===== src/rtl/mem_port_arbiter.sv =====
// rtl/mem_port_arbiter.sv - shares one single-port data memory between fetch and data ports
// Optional macro MEM_ARB_RR_EN selects round-robin tie-break; default build uses fixed data priority.
module mem_port_arbiter #(
    parameter int MEM_LAT = 1
) (
    input  logic        clk,
    input  logic        rst_n,
    input  logic        if_req,
    input  logic [31:0] if_addr,
    output logic [31:0] if_rdata,
    output logic        if_ack,
    output logic        if_stall,
    input  logic        d_req,
    input  logic        d_we,
    input  logic [31:0] d_addr,
    input  logic [31:0] d_wdata,
    output logic [31:0] d_rdata,
    output logic        d_ack,
    output logic        d_stall,
    output logic [31:0] mem_addr,
    output logic [31:0] mem_wdata,
    output logic        mem_we,
    input  logic [31:0] mem_rdata
);

    localparam logic [1:0] ST_IDLE   = 2'd0;
    localparam logic [1:0] ST_ACCESS = 2'd1;
    localparam logic [1:0] ST_RESP   = 2'd2;

    localparam logic [3:0] CNT_LOAD = 4'(MEM_LAT - 1);

    logic [1:0] state;
    logic [3:0] cnt;
    logic       grant;
    logic       pick_d;

`ifdef MEM_ARB_RR_EN
    logic       last_grant;

    // On a tie the port opposite the previous winner is served.
    always_comb begin
        pick_d = d_req & (~if_req | ~last_grant);
    end
`else
    always_comb begin
        pick_d = d_req;
    end
`endif

    assign if_stall = if_req & ~if_ack;
    assign d_stall  = d_req & ~d_ack;

    always_ff @(posedge clk or negedge rst_n) begin
        if (!rst_n) begin
            state     <= ST_IDLE;
            cnt       <= 4'd0;
            grant     <= 1'b0;
            mem_addr  <= 32'd0;
            mem_wdata <= 32'd0;
            mem_we    <= 1'b0;
            if_ack    <= 1'b0;
            d_ack     <= 1'b0;
            if_rdata  <= 32'd0;
            d_rdata   <= 32'd0;
`ifdef MEM_ARB_RR_EN
            last_grant <= 1'b0;
`endif
        end else begin
            if_ack <= 1'b0;
            d_ack  <= 1'b0;
            case (state)
                ST_IDLE: begin
                    if (if_req || d_req) begin
                        grant <= pick_d;
                        cnt   <= CNT_LOAD;
                        state <= ST_ACCESS;
`ifdef MEM_ARB_RR_EN
                        last_grant <= pick_d;
`endif
                        if (pick_d) begin
                            mem_addr  <= d_addr;
                            mem_wdata <= d_wdata;
                            mem_we    <= d_we;
                        end else begin
                            mem_addr  <= if_addr;
                            mem_wdata <= 32'd0;
                            mem_we    <= 1'b0;
                        end
                    end
                end
                ST_ACCESS: begin
                    if (cnt != 4'd0) begin
                        cnt <= cnt - 4'd1;
                    end else begin
                        // mem_we doubles as the "this is a store" flag, so stores leave rdata alone.
                        if (!mem_we) begin
                            if (grant) begin
                                d_rdata <= mem_rdata;
                            end else begin
                                if_rdata <= mem_rdata;
                            end
                        end
                        if (grant) begin
                            d_ack <= 1'b1;
                        end else begin
                            if_ack <= 1'b1;
                        end
                        mem_we <= 1'b0;
                        state  <= ST_RESP;
                    end
                end
                ST_RESP: begin
                    state <= ST_IDLE;
                end
                default: begin
                    state <= ST_IDLE;
                end
            endcase
        end
    end

endmodule


===== config.mk =====
export PLATFORM = sky130hd
export DESIGN_NAME = mem_port_arbiter
export DESIGN_NICKNAME = d
export VERILOG_FILES = /design/src/rtl/mem_port_arbiter.sv
export SDC_FILE = /design/constraint.sdc
export NUM_CORES = 1
export LEC_CHECK = 0
export CAP_MARGIN = 5
export CORE_ASPECT_RATIO = 0.8
export CORE_MARGIN = 2
export CORE_UTILIZATION = 42
export CTS_BUF_LIST = sky130_fd_sc_hd__clkbuf_4
export DETAILED_ROUTE_END_ITERATION = 10
export PLACE_DENSITY = 0.82
export SYNTH_ARGS = -nofsm -noshare
export SYNTH_HDL_FRONTEND = slang
export SYNTH_SLANG_ARGS = --single-unit

===== constraint.sdc =====
create_clock -name clk -period 2.4 [get_ports clk]
set_input_delay 0.48 -clock clk [delete_from_list [all_inputs] [get_ports clk]]
set_output_delay 0.48 -clock clk [all_outputs]
set_load 0.05 [all_outputs]

### After elaboration in Yosys (flattened, before gate mapping)

Index checks and enable logic that the tools add are counted.
W data, S select, Z words.

| storage, ports and cells | value |
|---|---|
| register bits after elaboration | 138 |
| input port bits | 133 |
| output and inout port bits | 133 |
| word-level logic and storage cells | 50 |

| cells by class | value |
|---|---|
| add/subtract/negate cells | 1 |
| eq/ne operators | 4 |
| muxes and demuxes | 18 |
| bitwise operators | 7 |
| reductions and logical operators | 10 |

Operators with widths:

| operator | count |
|---|---|
| $mux W32 | 2 |
| $mux W1 | 9 |
| $mux W4 | 2 |
| $pmux W4 S2 | 1 |
| $reduce_and A4 Y1 | 2 |
| $ne A2 B2 Y1 const B | 3 |
| $reduce_and A3 Y1 | 2 |
| $not A1 Y1 | 5 |
| $mux W2 | 2 |
| $pmux W2 S2 | 1 |
| $reduce_and A2 Y1 | 2 |
| $reduce_bool A4 Y1 | 1 |
| $sub A4 B1 Y4 const B | 1 |
| $and A1 B1 Y1 | 2 |
| $eq A2 B1 Y1 const B | 1 |
| $logic_not A2 Y1 | 1 |
| $pmux W1 S2 | 1 |
| $reduce_bool A2 Y1 | 1 |
| $logic_or A1 B1 Y1 | 1 |

### Logic depth before layout (Yosys ltp)

| depth | value |
|---|---|
| depth after elaboration | 3 |
| gate-level depth with buffers | 7 |
| depth with buffers taken out | 5 |

### Least setup slack after synthesis

Ideal clock, no wire load.

| timing | value |
|---|---|
| kind | register -> register |
| start | reg cnt[0] |
| end | reg if_rdata[0] |
| setup time | 0.125 ns |
| data arrival time | 1.779 ns |
| required time | 2.275 ns |
| setup slack | 0.496 ns |
| stages on the path, launching flop included | 7 |
| path buffers | 1 |
| clock period less this slack | 1.904 ns |
| cell sequence | dfrtp_1 inv_1 ha_1 nor3b_4 nor4b_4 buf_6 mux2_2 |

| between the ends | value |
|---|---|
| longest elaborated chain between the ends | 3 |

RTL lines:

| what | RTL line | source |
|---|---|---|
| from (decl) | 33 | `logic [3:0] cnt;` |
| from (signal assigned) | 93 | `cnt <= cnt - 4'd1;` |
| $reduce_bool A4 Y1 | 92 | `if (cnt != 4'd0) begin` |
| $not A1 Y1 (no source line) | - |  |
| $reduce_and A4 Y1 (no source line) | - |  |
| to (signal assigned) | 100 | `if_rdata <= mem_rdata;` |
| to (decl) | 10 | `output logic [31:0] if_rdata,` |

Every way passes these cells.
A chain may end at the register's enable or synchronous reset.

### Worst setup path in the final report

| timing | value |
|---|---|
| start | reg mem_we |
| end | out mem_we |

RTL lines:

| what | RTL line | source |
|---|---|---|
| from (decl) | 22 | `output logic mem_we,` |
| from (signal assigned) | 83 | `mem_we <= d_we;` |

No word-level cell between the ends.

==> flow_metrics.tcl <==
set metrics [dict create \
    ff2ff_path_depth 6 \
    synth_seq_area_share_pct 62.7 \
    rows 37 \
    portBuffers 265 \
    avgSynthCellArea_um2 14.0 \
    die_area_mm2 0.0140 \
    syn-num-nets 527 \
    layout_min_cycle_time_ns 2.28 \
    areaGrowthSynthToFinish_pct 58.6 \
    ctsRootBufferMaster "clkbuf_4" \
    finClkSkew_ns 0.0198 \
    die_x_um 132 \
    vdd_drop_max_v 0.00107 \
    hpwl_um 10700 \
    worst_slew_pin_slew_ns 0.551 \
    netlist_instances 393 \
    required_ns 1.92 \
    wl_per_cell_um 17.3 \
    slowest_stage "clkdlybuf4s50_1" \
    crit_path_end_kind "output port" \
    critPathTopFamily "buffers and inverters" \
    grt_start_max_net_pins 70 \
    antenna-diode-count 0 \
    r2r-end "if_rdata[29]$_DFFE_PN0P_" \
    path_buf_inv 1 \
    worstSetupEndpoint "mem_we" \
    overflow 0 \
    postCtsSetupRepairBufs 0 \
    wl_um 14700 \
    status "finished clean" \
    htreeDepth 4 \
    rr_startpoint "cnt[0]$_DFFE_PN0P_" \
    multi_input_area_mm2 0.00188 \
    setup_viol 0 \
    reg2reg_slack_ns 0.33 \
    initial_utilization_pct 42.9 \
    coreArea_mm2 0.0128 \
    crit_chain "clkdlybuf4s50_1" \
    cts_sinks 138 \
    critPathKind "reg -> out" \
    setup.worst_path.start "mem_we$_DFFE_PN0P_" \
    path_depth 1 \
    hp-class "in -> async" \
    yosys_warnings 0 \
    path_clk_slew_ns 0.13 \
    io_pins 266 \
    dr.pass1.iters 4 \
    ant_nets 0 \
    startpoint_type "flop" \
    clock_path_buffers 2 \
    grt_pass1_vias 4689 \
    finalCritPeriodShare_pct 94.8 \
    slew_violations 0 \
    dp_slack_ns 0.319 \
    clk_latency_ns 0.50 \
    gp_congestion 0.788 \
    synth_cell_types 28 \
    worstPathArrival_ns 1.80 \
    p_leak_nw 3.71 \
    seqCellArea_mm2 0.00345 \
    numCtsBuffers 17 \
    setup_tns_ns 0 \
    fmax_mhz 439 \
    critPathMaxStageDelay_ns 0.86 \
    fin_ws_ns 0.125 \
    synth_area_mm2 0.00551 \
    ys_seq_elements 138 \
    grt_pass1_wl_um 24100 \
    critPathMaxFanout 4 \
    relSlewSlack_pct 63.1 \
    antenna_found_initial 0 \
    drv_cap 0 \
    nets 794 \
    vias 4317 \
    powerDensity_mw_per_mm2 1690 \
    drtIter0Drc 178 \
    vias_per_cell 5.09 \
    dieHeight_um 106 \
    cts_tree "built" \
    drive_gt1_share_pct 17.7 \
    track_usage_pct 21.4 \
    rsz0062_at_grt "false" \
    fillers 921 \
    post-route-drc-count 0 \
    finalHoldViolations 0 \
]
-- stage by stage --
step,cell area (um^2),instances,hold WS [ns],power (mW),util [%]
finish,8730,848,0.428,14.8,68.1
global route,8730,848,0.416,15.5,68.1
CTS,8730,848,0.389,14.9,68.1
detailed placement,8370,815,0.409,13.0,65.2
global placement,8370,815,0.404,12.8,65.2
floorplan,5510,393,0.184,9.91,-
-- synthesized netlist by cell type (all sizes together) --
cell type	number	area share [%]
nor2	3	0.20
nor3	1	0.091
clkbuf	15	1.0
nand3	1	0.091
nor3b	1	0.34
or2	3	0.34
o22ai	2	0.23
and3	1	0.11
nor4b	1	0.43
a21o	1	0.14
mux2	64	13
nand4b	2	0.32
or4b	1	0.18
o21ai	66	6.0
buf	13	1.9
nor4	1	0.11
nor2b	3	0.34
inv	4	0.27
a31o	2	0.32
ha	1	0.23
dfrtp	138	63
and2	1	0.11
nand2b	2	0.23
a22o	32	5.1
mux2i	33	6.0
a21boi	1	0.14
-- cells in the final DEF, fill, tap and decap left out, drive strengths merged --
cell type      synthesis  final
or4b                   1      1
a22o                  32     32
dlygate4sd3            0      1
and2                   1      1
a31o                   2      2
ha                     1      1
nand2b                 2      2
buf                   13     14
bufinv                 0      5
clkdlybuf4s50          0    261
nor2                   3      3
nor3b                  1      1
and3                   1      1
clkinv                 0      4
o22ai                  2      2
mux2i                 33     33
o21ai                 66     66
a21o                   1      1
or2                    3      3
nor4b                  1      1
clkinvlp               0      4
nand3                  1      1
nor4                   1      1
nand4b                 2      2
a21boi                 1      1
nor2b                  3      3
mux2                  64     64
dfrtp                138    138
inv                    4      5
clkbuf                15     18
nor3                   1      1
-- report_power, final --
| group | switching, mW | leakage [nW] | internal [mW] | total [mW] |
|---|---|---|---|---|
| clock network | 0.873 | 0.175 | 0.948 | 1.82 |
| logic | 5.62 | 1.85 | 3.22 | 8.84 |
| registers | 0.645 | 1.69 | 3.48 | 4.13 |
-- cells by family after synthesis --
| family | Yosys count | share of synthesized area, % |
|---|---|---|
| flip-flops | 138 | 62.7 |
| AO/OA/AOI/OAI | 104 | 11.9 |
| multiplexers | 97 | 19.1 |
| buffers and inverters | 32 | 3.16 |
| AND/OR/NAND/NOR | 21 | 2.91 |
| adder cells (fa/ha/maj) | 1 | 0.227 |
-- layout make-up --
cell class / instances / area share, %
Sequential cell: 138 / 39.6
Timing Repair Buffer: 276 / 32.1
Multi-Input combinational cell: 223 / 21.6
Clock inverter: 14 / 2.52
Tap cell: 175 / 2.51
Clock buffer: 18 / 1.55
Inverter: 4 / 0.172
-- worst min path at each step --
stage	from	slack (ns)	to	cells past startpoint
6_report	rst_n	0.43	if_rdata[19]$_DFFE_PN0P_	2
5_1_grt	rst_n	0.42	if_rdata[19]$_DFFE_PN0P_	2
4_1_cts	rst_n	0.39	if_rdata[19]$_DFFE_PN0P_	2
3_5_place_dp	rst_n	0.41	if_rdata[19]$_DFFE_PN0P_	1
3_3_place_gp	rst_n	0.40	if_rdata[19]$_DFFE_PN0P_	1
2_1_floorplan	rst_n	0.18	cnt[0]$_DFFE_PN0P_	0
-- repair_timing --
item                                   CTS  global route
hold buffers                             1             0
endpoints found under the hold margin   38             0
resized for setup                        0             0
-- per-layer routing --
metal / vias up / routed length, um / global-route usage [%] / share of wire, %
li1: 1968 / - / - / -
met4: 0 / 235 / 6.44 / 1.6
met5: - / 0 / 0 / 0
met2: 189 / 7270 / 36.3 / 50
met3: 18 / 1350 / 8.11 / 9.2
met1: 2142 / 5800 / 25.4 / 40
-- flip-flops by register name (all words and copies together) (netlist names) --
name / flops
cnt: 4
if_ack: 1
d_ack: 1
grant: 1
mem_wdata: 32
mem_we: 1
state: 2
mem_addr: 32
d_rdata: 32
if_rdata: 32
Power figures use the tool's default switching activity.
